**src/rtl/mux16_rr_arbiter_pkg.sv**
```systemverilog
// Shared types and constants for the mux16 round-robin arbiter.
// MAX_HOLD only takes effect when ARB_HOLD_TIMEOUT_EN is defined.
package mux_arb_pkg;

  localparam int N_REQ    = 16;
  localparam int SEL_W    = 4;
  localparam int MAX_HOLD = 8;

  typedef enum logic {IDLE, GRANT} arb_state_t;
  typedef logic [SEL_W-1:0] sel_t;

  function automatic logic [N_REQ-1:0] onehot(input sel_t idx);
    return N_REQ'(1) << idx;
  endfunction

endpackage

```
**src/rtl/mux16_rr_arbiter_pick.sv**
```systemverilog
// Rotating first-one search: returns the first eligible index at or after
// start, wrapping 15 -> 0.
module rr_pick16
  import mux_arb_pkg::*;
(
  input  logic [N_REQ-1:0] eligible,
  input  sel_t             start,
  output logic             found,
  output sel_t             winner
);

  sel_t idx;

  // Walk offsets from farthest to nearest so the nearest hit is the last write.
  always_comb begin
    found  = 1'b0;
    winner = start;
    idx    = start;
    for (int i = N_REQ - 1; i >= 0; i--) begin
      idx = start + sel_t'(i);
      if (eligible[idx]) begin
        found  = 1'b1;
        winner = idx;
      end
    end
  end

endmodule

```
**src/rtl/mux16_rr_arbiter.sv**
```systemverilog
// Round-robin arbiter driving the select of a shared 16:1 mux.
// Define ARB_HOLD_TIMEOUT_EN to force-release grants after MAX_HOLD cycles.
//
// state | meaning
// IDLE  | no grant; sel holds the last granted index
// GRANT | gnt[sel] owned until eligible[sel] drops (or hold timeout)
module mux16_rr_arbiter
  import mux_arb_pkg::*;
(
  input  logic             clk,
  input  logic             rst,
  input  logic [N_REQ-1:0] req,
  input  logic [N_REQ-1:0] mask,
  output logic [N_REQ-1:0] gnt,
  output sel_t             sel,
  output logic             gnt_valid,
  output logic             busy
);

  arb_state_t       state;
  sel_t             ptr;
  sel_t             pick_start;
  sel_t             winner;
  logic             found;
  logic             release_now;
  logic [N_REQ-1:0] eligible;

  assign eligible = req & mask;

  // A release search starts just past the owner so the owner is considered last.
  assign pick_start = (state == GRANT) ? sel + sel_t'(1) : ptr;

  rr_pick16 u_pick (
    .eligible (eligible),
    .start    (pick_start),
    .found    (found),
    .winner   (winner)
  );

`ifdef ARB_HOLD_TIMEOUT_EN
  logic [7:0] hold_cnt;
  assign release_now = !eligible[sel] || (hold_cnt == 8'(MAX_HOLD - 1));
`else
  assign release_now = !eligible[sel];
`endif

  always_ff @(posedge clk or posedge rst) begin
    if (rst) begin
      state     <= IDLE;
      gnt       <= '0;
      sel       <= '0;
      ptr       <= '0;
      gnt_valid <= 1'b0;
      busy      <= 1'b0;
`ifdef ARB_HOLD_TIMEOUT_EN
      hold_cnt  <= '0;
`endif
    end else begin
      case (state)
        IDLE: begin
          if (found) begin
            state     <= GRANT;
            gnt       <= onehot(winner);
            sel       <= winner;
            gnt_valid <= 1'b1;
            busy      <= 1'b1;
`ifdef ARB_HOLD_TIMEOUT_EN
            hold_cnt  <= '0;
`endif
          end
        end
        GRANT: begin
          if (release_now) begin
            ptr <= sel + sel_t'(1);
            if (found) begin
              gnt       <= onehot(winner);
              sel       <= winner;
`ifdef ARB_HOLD_TIMEOUT_EN
              hold_cnt  <= '0;
`endif
            end else begin
              state     <= IDLE;
              gnt       <= '0;
              gnt_valid <= 1'b0;
              busy      <= 1'b0;
            end
          end else begin
`ifdef ARB_HOLD_TIMEOUT_EN
            hold_cnt <= hold_cnt + 8'd1;
`endif
          end
        end
        default: begin
          state     <= IDLE;
          gnt       <= '0;
          gnt_valid <= 1'b0;
          busy      <= 1'b0;
        end
      endcase
    end
  end

endmodule

```
**config.mk**
```make
export PLATFORM = sky130hd
export DESIGN_NAME = mux16_rr_arbiter
export DESIGN_NICKNAME = d
export VERILOG_FILES = /design/src/rtl/mux16_rr_arbiter_pkg.sv /design/src/rtl/mux16_rr_arbiter_pick.sv /design/src/rtl/mux16_rr_arbiter.sv
export SDC_FILE = /design/constraint.sdc
export NUM_CORES = 1
export LEC_CHECK = 0
export ABC_AREA = 1
export CELL_PAD_IN_SITES_DETAIL_PLACEMENT = 0
export CELL_PAD_IN_SITES_GLOBAL_PLACEMENT = 2
export CORE_ASPECT_RATIO = 1.1
export CORE_MARGIN = 3
export CORE_UTILIZATION = 28
export CTS_CLUSTER_SIZE = 14
export DETAILED_ROUTE_END_ITERATION = 10
export PLACE_DENSITY = 0.8
export SKIP_CTS_REPAIR_TIMING = 1
export SLEW_MARGIN = 20
export SYNTH_ARGS = -nofsm -noshare
export SYNTH_HDL_FRONTEND = slang
export SYNTH_SLANG_ARGS = --single-unit
```
**constraint.sdc**
```tcl
create_clock -name clk -period 3.8 [get_ports clk]
set_input_delay 0.38 -clock clk [delete_from_list [all_inputs] [get_ports clk]]
set_output_delay 0.38 -clock clk [all_outputs]
set_load 0.02 [all_outputs]
```
==> results of run 1 <==
[worst max-delay path, cell delays in order, from the launching register on]
cell and delay, ns:
dfrtp_1 0.41, ha_4 0.29, nand2_4 0.05, o21a_2 0.15, buf_12 0.16, ha_1 0.32, buf_4 0.15, nand3_1 0.11
nand2_1 0.16, nor2_1 0.06, nor2_1 0.20, nand4_1 0.19, nor4_4 0.20, nor3b_4 0.28, buf_4 0.17, inv_2 0.04
o21ai_2 0.10, inv_2 0.07, nand3_2 0.12, inv_2 0.08, nand3_1 0.10, nand2_1 0.05
[cells by family after synthesis]
logic type                 Yosys count
and+or+nand+nor                    392
DFF                                 26
AOI/OAI and AO/OA                   73
adders and majority gates            8
buffers and inverters               73
xor gates and xnor gates             6
[stage by stage]
stage | setup TNS, ns | util (%) | worst slack, ns | instances
2_1_floorplan | 0 | - | 0.221 | 578
6_report | 0 | 37.7 | 0.218 | 798
3_3_place_gp | -1.65 | 36.2 | -0.151 | 792
5_1_grt | -0.0249 | 37.7 | -0.0127 | 798
3_5_place_dp | -0.210 | 36.2 | -0.0464 | 792
4_1_cts | -0.578 | 36.8 | -0.0943 | 795
[routing by layer]
layer,GRT usage [%],vias to the layer above,wire [um]
met1,25.8,1762,6040
met4,3.12,0,178
li1,-,2020,-
met2,30.9,85,5700
met5,0,-,0
met3,0.944,13,451
[layout make-up]
type / instances / area [um^2]
inverter: 59 / 224
multi-input combinational: 479 / 2480
clock buffer: 3 / 75.1
tap: 150 / 188
sequential: 26 / 652
timing repair buffer: 81 / 762
fill: 1293 / 7260
[registers in the layout, summed over array words and instances (netlist names)]
name	cells
gnt	16
ptr	4
sel	4
busy	1
state	1
[cells in the mapped netlist, types with 5 or more instances]
master / instances
a31oi_1: 6
nor2_1: 20
a21oi_1: 28
nand2_2: 18
inv_2: 22
nand2_1: 236
nand2_4: 5
dfrtp_1: 26
buf_6: 7
o21ai_0: 21
ha_1: 8
inv_1: 36
nand3_2: 7
nand3_1: 89
nand4_1: 7
o21ai_1: 6
[final timing paths]
| kind | from | endpoint | slack (ns) | cells after the start |
|---|---|---|---|---|
| min in group asynchronous | rst | sel[2] | 0.53 | 2 |
| worst min-delay path | gnt[14] | gnt[14] | 0.48 | 2 |
| worst max register to register | sel[1] | gnt[10] | 0.22 | 21 |
| max in group asynchronous | rst | state | 2.78 | 2 |
| worst max-delay path | sel[1] | gnt[10] | 0.22 | 21 |
| worst min register to register | gnt[14] | gnt[14] | 0.48 | 2 |
==> results.sh, run 1 <==
export IMPL_min_period_over_period_pct=94.3
export IMPL_synth_top_flop_cell="dfrtp_1"
export IMPL_grt_first_pass_wirelength_mm=19.9
export IMPL_synth_area_leaders="nand2_1 (26%), dfrtp_1 (19%), nand3_1 (13%), a21oi_1 (4.1%), inv_1 (4.0%)"
export IMPL_dpl_hpwl_mm=10.1
export IMPL_relSlewSlack_pct=35.0
export IMPL_maxCapViolations=0
export IMPL_die_h_um=122
export IMPL_ys_ff_latch=26
export IMPL_arrival_ns=3.73
export IMPL_cp_max_fo=12
export IMPL_path_clk_slew_ns=0.06
export IMPL_finalWirelength_mm=12.4
export IMPL_drtAntennaViolNets=0
export IMPL_firstDrtPassIters=5
export IMPL_cts_root_buf="clkbuf_16"
export IMPL_async_flop_share_pct=100
export IMPL_gr_total_overflow=0
export IMPL_layout_drive_gt1_share_pct=16.8
export IMPL_die_width_um=111
export IMPL_final_common_cell="nand2_1"
export IMPL_dr_first_iter_drc_count=305
export IMPL_clk_latency_ns=0.26
export IMPL_ys_seq_area_share_pct=19.1
export IMPL_die_area_um2=13500
export IMPL_boundaryPins=56
export IMPL_avgSynthCellArea_um2=5.88
export IMPL_synth_edff_count=0
export IMPL_period_minus_slack_ns=3.58
export IMPL_skew_ns=0.00386
export IMPL_cp_end_kind="flop"
export IMPL_clock_sinks=26
export IMPL_synth_top_area_cell="nand2_1"
export IMPL_synth_top_area_share_pct=26.1
export IMPL_cts_htree_levels=1
export IMPL_hold_class="flop to flop"
export IMPL_vias=3880
export IMPL_dpl_cell_area_um2=4210
export IMPL_num_antenna_cells=0
export IMPL_synth_xor_area_share_pct=2.98
export IMPL_netlist_area_um2=3400
export IMPL_grt_max_degree=27
export IMPL_grt_use_total_pct=18.1
export IMPL_antenna_found_initial=0
export IMPL_numCtsBuffers=3
export IMPL_synth_cells=578
export IMPL_drc_errors=0
export IMPL_most_common_layout_cells="nand2_1 (233), nand3_1 (88), clkdlybuf4s50_1 (55), inv_1 (34), a21oi_1 (28)"
export IMPL_grt_pass1_vias=3770
export IMPL_synth_top_family_by_area="simple AND/OR/NAND/NOR gates"
export IMPL_critPathKind="flop to flop"
export IMPL_place_gp_congestion=0.911
export IMPL_areaGrowthSynthToFinish_pct=29.0
export IMPL_synthMuxAreaShare_pct=0
export IMPL_layout_nets=692
export IMPL_synth_compound_area_share_pct=12.2
export IMPL_yosysWarnings=0
export IMPL_hold_viol_final=0
export IMPL_start_util_pct=29.2
export IMPL_hold_worst_slack_ns=0.482
export IMPL_cts_tree="built"
export IMPL_row_count=41
export IMPL_start_kind="flop"
export IMPL_rsz0062_at_grt="yes"
export IMPL_max_freq_mhz=279
export IMPL_slew_violations=0
export IMPL_clockBufferDepth=2
export IMPL_status="finished clean"
export IMPL_yosys_area_share_simple_pct=52.9
export IMPL_synthAdderAreaFrac_pct=2.94
export IMPL_finalSetupViolations=0
export IMPL_fin_area_um2=4390
export IMPL_core_area_um2=11600
export IMPL_tightest_slew_ns=0.968
export IMPL_syn_nets=620
export IMPL_viasPerCell=4.86
export IMPL_ys_types=38
export IMPL_required_ns=3.95
export IMPL_drt_wirelength_per_cell_um=15.5
export IMPL_portBuffers=55
Power of run 1 is left out: the tool's default activity adds up to more than one toggle a clock period on the data nets, which glitch-free logic cannot reach.
==> run 2: changes to the inputs <==
--- a/config.mk
+++ b/config.mk
@@ -8,7 +8,6 @@
 export ABC_AREA = 1
 export CELL_PAD_IN_SITES_DETAIL_PLACEMENT = 0
 export CELL_PAD_IN_SITES_GLOBAL_PLACEMENT = 2
-export CORE_ASPECT_RATIO = 1.1
 export CORE_MARGIN = 3
 export CORE_UTILIZATION = 28
 export CTS_CLUSTER_SIZE = 14
==> run 2 against run 1 <==
Effect of this change: utilization is 0.60 points higher; die area about the same; flip-flop and latch count is the same; clock skew down 0.00064 ns; final cell count rose by 0.38%; fmax grew 2.8%; wire length is 1.3% higher.
==> results.sh, run 2 (same netlist as run 1, synthesis figures left out) <==
export IMPL_antenna_found_initial=0
export IMPL_fin_area_um2=4460
export IMPL_die_width_um=116
export IMPL_met3_length_um=581
export IMPL_wl_met2_mm=5.61
export IMPL_final_common_cell="nand2_1"
export IMPL_num_antenna_cells=0
export IMPL_dpl_cell_area_um2=4240
export IMPL_firstDrtPassIters=5
export IMPL_grt_pass1_vias=3912
export IMPL_most_common_layout_cells="nand2_1 (231), nand3_1 (88), clkdlybuf4s50_1 (55), inv_1 (34), buf_4 (33)"
export IMPL_rrSetupSlack_ns=0.32
export IMPL_routed_top_layer="met4"
export IMPL_relSlewSlack_pct=33.5
export IMPL_grt_max_degree=27
export IMPL_critPathMaxStageDelay_ns=0.42
export IMPL_cp_end_kind="flop"
export IMPL_arrival_ns=3.67
export IMPL_numCtsBuffers=3
export IMPL_gr_total_overflow=0
export IMPL_path_clk_slew_ns=0.06
export IMPL_rr_worst_depth=28
export IMPL_wl_met1_mm=6.09
export IMPL_die_area_um2=13500
export IMPL_cts_root_buf="clkbuf_16"
export IMPL_finalWirelength_mm=12.5
export IMPL_hold_path_endpoint="gnt[8]"
export IMPL_start_util_pct=29.1
export IMPL_drt_wirelength_per_cell_um=15.6
export IMPL_rr_startpoint="sel[0]"
export IMPL_row_count=39
export IMPL_tightest_slew_ns=0.996
export IMPL_layout_drive_gt1_share_pct=18.7
export IMPL_regMostFlops="gnt"
export IMPL_reg_top3="gnt: 16 flops, ptr: 4 flops, sel: 4 flops"
export IMPL_clock_sinks=26
export IMPL_worst_path_stages=28
export IMPL_maxCapViolations=0
export IMPL_crit_family="simple AND/OR/NAND/NOR gates"
export IMPL_crit_top_cell="nand2_1"
export IMPL_portBuffers=55
export IMPL_max_freq_mhz=287
export IMPL_crit_buf_inv=5
export IMPL_core_area_um2=11700
export IMPL_place_gp_congestion=0.970
export IMPL_rr_endpoint="gnt[4]"
export IMPL_required_ns=3.98
export IMPL_cts_tree="built"
export IMPL_clk_latency_ns=0.26
export IMPL_grt_use_total_pct=19.2
export IMPL_hold_viol_final=0
export IMPL_die_h_um=116
export IMPL_slew_violations=0
export IMPL_cts_htree_levels=1
export IMPL_grt_first_pass_wirelength_mm=20.5
export IMPL_cp_max_fo=12
export IMPL_hold_path_depth=2
export IMPL_drtAntennaViolNets=0
export IMPL_status="finished clean"
export IMPL_finalSetupViolations=0
export IMPL_drc_errors=0
export IMPL_cp_startpoint="sel[0]"
export IMPL_hold_class="flop to flop"
export IMPL_clockBufferDepth=2
export IMPL_min_from="gnt[8]"
export IMPL_dp_cells=790
export IMPL_cpMaxStageDelayCell="dfrtp_1"
export IMPL_layout_nets=702
export IMPL_boundaryPins=56
export IMPL_dr_first_iter_drc_count=265
export IMPL_dpl_hpwl_mm=10.3
export IMPL_fin_cells=801
export IMPL_areaGrowthSynthToFinish_pct=31.2
export IMPL_largest_reg_flops=16
export IMPL_min_period_over_period_pct=91.7
export IMPL_start_kind="flop"
export IMPL_period_minus_slack_ns=3.48
export IMPL_viasPerCell=5.00
export IMPL_vias=4002
export IMPL_skew_ns=0.00322
export IMPL_finalSetupTns_ns=0
export IMPL_critPathKind="flop to flop"
## run 2: stage by stage
stage                     util, %  hold slack, ns  setup slack (ns)
after CTS                    37.0           0.488           -0.0534
final                        38.3           0.480             0.315
after floorplan                 -           0.420             0.221
after global placement       36.3           0.467           -0.0149
after detailed placement     36.3           0.465           -0.0359
after global routing         38.3           0.518          -0.00437
## run 2: layout make-up
cell class / instances / area, um^2
inverters: 59 / 224
flip-flops and latches: 26 / 652
repair buffers: 91 / 841
multi-input cells: 479 / 2490
clock buffers: 3 / 75.1
well taps: 143 / 179
fillers: 1247 / 7200
## run 2: routing by layer
| layer | up-vias | global-route usage (%) |
|---|---|---|
| li1 | 2042 | - |
| met1 | 1816 | 28.2 |
| met2 | 129 | 30.5 |
| met3 | 15 | 1.19 |
| met4 | 0 | 5.03 |
| met5 | - | 0 |
## run 2: how the worst max path moves through the flow
stage	endpoint	slack, ns
after floorplan	gnt[12]	0.22
after global placement	gnt[12]	-0.01
after detailed placement	gnt[4]	-0.04
after CTS	gnt[4]	-0.05
after global routing	gnt[12]	-0.004
final	gnt[4]	0.32
## run 2: worst reg2reg max path: cells and delay by family (launching register included)
kind                     cells  cell delay [ns]
adder cells (fa/ha/maj)      2             0.62
AND/OR/NAND/NOR             19             1.64
flip-flops                   1             0.42
buffers and inverters        5             0.46
AO/OA/AOI/OAI                2             0.30
Power of run 2 is left out for the same reason.
==> run 3: changes to the inputs <==
--- a/config.mk
+++ b/config.mk
@@ -8,7 +8,6 @@
 export ABC_AREA = 1
 export CELL_PAD_IN_SITES_DETAIL_PLACEMENT = 0
 export CELL_PAD_IN_SITES_GLOBAL_PLACEMENT = 2
-export CORE_MARGIN = 3
 export CORE_UTILIZATION = 28
 export CTS_CLUSTER_SIZE = 14
 export DETAILED_ROUTE_END_ITERATION = 10
==> run 3 against run 2 <==
Effect of this change: cell area grew 0.11%; flip-flop and latch count is the same; final cell count grew 0.12%; die area shrank 6.8%; clock skew shrank 0.0011 ns; highest routed layer unchanged; count of clock-buffer cells in the layout is the same; setup slack gained 0.0092 ns; wire length shrank 3.7%; via count shrank 0.82%; fmax grew 0.26%; critical endpoint is now sel[0].
==> results.sh, run 3 (same netlist as run 1, synthesis figures left out) <==
export IMPL_grt_pass1_vias=3614
export IMPL_die_area_um2=12600
export IMPL_largest_reg_flops=16
export IMPL_most_common_layout_cells="nand2_1 (233), nand3_1 (87), clkdlybuf4s50_1 (55), buf_4 (35), inv_1 (33)"
export IMPL_drt_wirelength_per_cell_um=15.0
export IMPL_path_clk_slew_ns=0.06
export IMPL_final_common_cell="nand2_1"
export IMPL_worstPathCellList="ha_1, nand2_4, o21a_4, buf_6, ha_1, buf_4, nand3_1, nand3_2, nand2_2, nor4_2, nand4_1, nor3b_2, buf_4, inv_2, o21ai_2, buf_4, buf_4, nand2_1, o21ai_0"
export IMPL_portBuffers=55
export IMPL_grt_use_total_pct=19.5
export IMPL_arrival_ns=3.63
export IMPL_die_h_um=112
export IMPL_hold_viol_final=0
export IMPL_clk_latency_ns=0.26
export IMPL_cpMaxStageDelayCell="dfrtp_1"
export IMPL_reg_top3="gnt: 16 flops, ptr: 4 flops, sel: 4 flops"
export IMPL_finalWirelength_mm=12.1
export IMPL_regMostFlops="gnt"
export IMPL_cts_htree_levels=1
export IMPL_crit_top_cell="buf_4"
export IMPL_place_gp_congestion=0.892
export IMPL_hold_class="flop to flop"
export IMPL_start_util_pct=29.3
export IMPL_vias=3969
export IMPL_rr_worst_depth=19
export IMPL_relSlewSlack_pct=37.3
export IMPL_drtAntennaViolNets=0
export IMPL_layout_drive_gt1_share_pct=18.7
export IMPL_boundaryPins=56
export IMPL_cp_end_kind="flop"
export IMPL_num_antenna_cells=0
export IMPL_required_ns=3.95
export IMPL_numCtsBuffers=3
export IMPL_skew_ns=0.00209
export IMPL_core_area_um2=11600
export IMPL_dpl_hpwl_mm=9.99
export IMPL_start_kind="flop"
export IMPL_finalSetupViolations=0
export IMPL_tightest_slew_ns=0.935
export IMPL_fin_cells=802
export IMPL_row_count=39
export IMPL_hold_path_depth=2
export IMPL_die_width_um=112
export IMPL_slew_violations=0
export IMPL_drc_errors=0
export IMPL_clockBufferDepth=2
export IMPL_grt_first_pass_wirelength_mm=19.4
export IMPL_viasPerCell=4.95
export IMPL_areaGrowthSynthToFinish_pct=31.4
export IMPL_period_minus_slack_ns=3.48
export IMPL_clock_sinks=26
export IMPL_antenna_found_initial=0
export IMPL_rsz0062_at_grt="no"
export IMPL_dr_first_iter_drc_count=280
export IMPL_gr_total_overflow=0
export IMPL_cts_root_buf="clkbuf_16"
export IMPL_firstDrtPassIters=5
export IMPL_min_period_over_period_pct=91.5
export IMPL_grt_max_degree=27
export IMPL_critPathMaxStageDelay_ns=0.39
export IMPL_status="finished clean"
export IMPL_cp_max_fo=6
export IMPL_critPathKind="flop to flop"
export IMPL_finalSetupTns_ns=0
export IMPL_dp_cells=791
export IMPL_maxCapViolations=0
export IMPL_layout_nets=702
export IMPL_cts_tree="built"
export IMPL_max_freq_mhz=288
==> run 3: worst paths after layout <==
check,startpoint,slack [ns],end
worst max-delay path,sel[0],0.32,sel[0]
worst min-delay path,gnt[2],0.48,gnt[2]
worst max register to register,sel[0],0.32,sel[0]
worst min register to register,gnt[2],0.48,gnt[2]
max in group asynchronous,rst,2.81,state
min in group asynchronous,rst,0.51,sel[2]
==> run 3: area by class of cell <==
type | instances | area [um^2]
Sequential cell | 26 | 652
Clock buffer | 3 | 75.1
Clock inverter | 1 | 30.0
Multi-Input combinational cell | 479 | 2480
Timing Repair Buffer | 91 | 825
Inverter | 59 | 221
Tap cell | 143 | 179
Fill cell | 1291 | 7150
==> run 3: per-stage QoR <==
stage | util, % | setup slack, ns | hold slack, ns | cell area [um^2]
2_1_floorplan | - | 0.221 | 0.420 | 3400
3_3_place_gp | 36.5 | 0.00767 | 0.467 | 4230
3_5_place_dp | 36.5 | 0.0534 | 0.465 | 4230
4_1_cts | 37.4 | 0.00749 | 0.491 | 4340
5_1_grt | 38.5 | 0.0260 | 0.512 | 4470
6_report | 38.5 | 0.324 | 0.482 | 4470
==> run 3: routing by layer <==
metal	vias up	GRT usage (%)	wire length [um]
li1	2036	-	-
met1	1830	29.1	5950
met2	101	31.6	5440
met3	2	1.57	645
met4	0	2.40	33
met5	-	0	0
==> run 3: critical path: cells and delay by family, from the launching register on <==
family                   cells  cell delay [ns]
AO/OA/AOI/OAI                3             0.32
adder cells (fa/ha/maj)      2             0.65
buffers and inverters        6             0.75
flip-flops                   1             0.39
AND/OR/NAND/NOR              8             1.27
Power of run 3 is left out for the same reason.
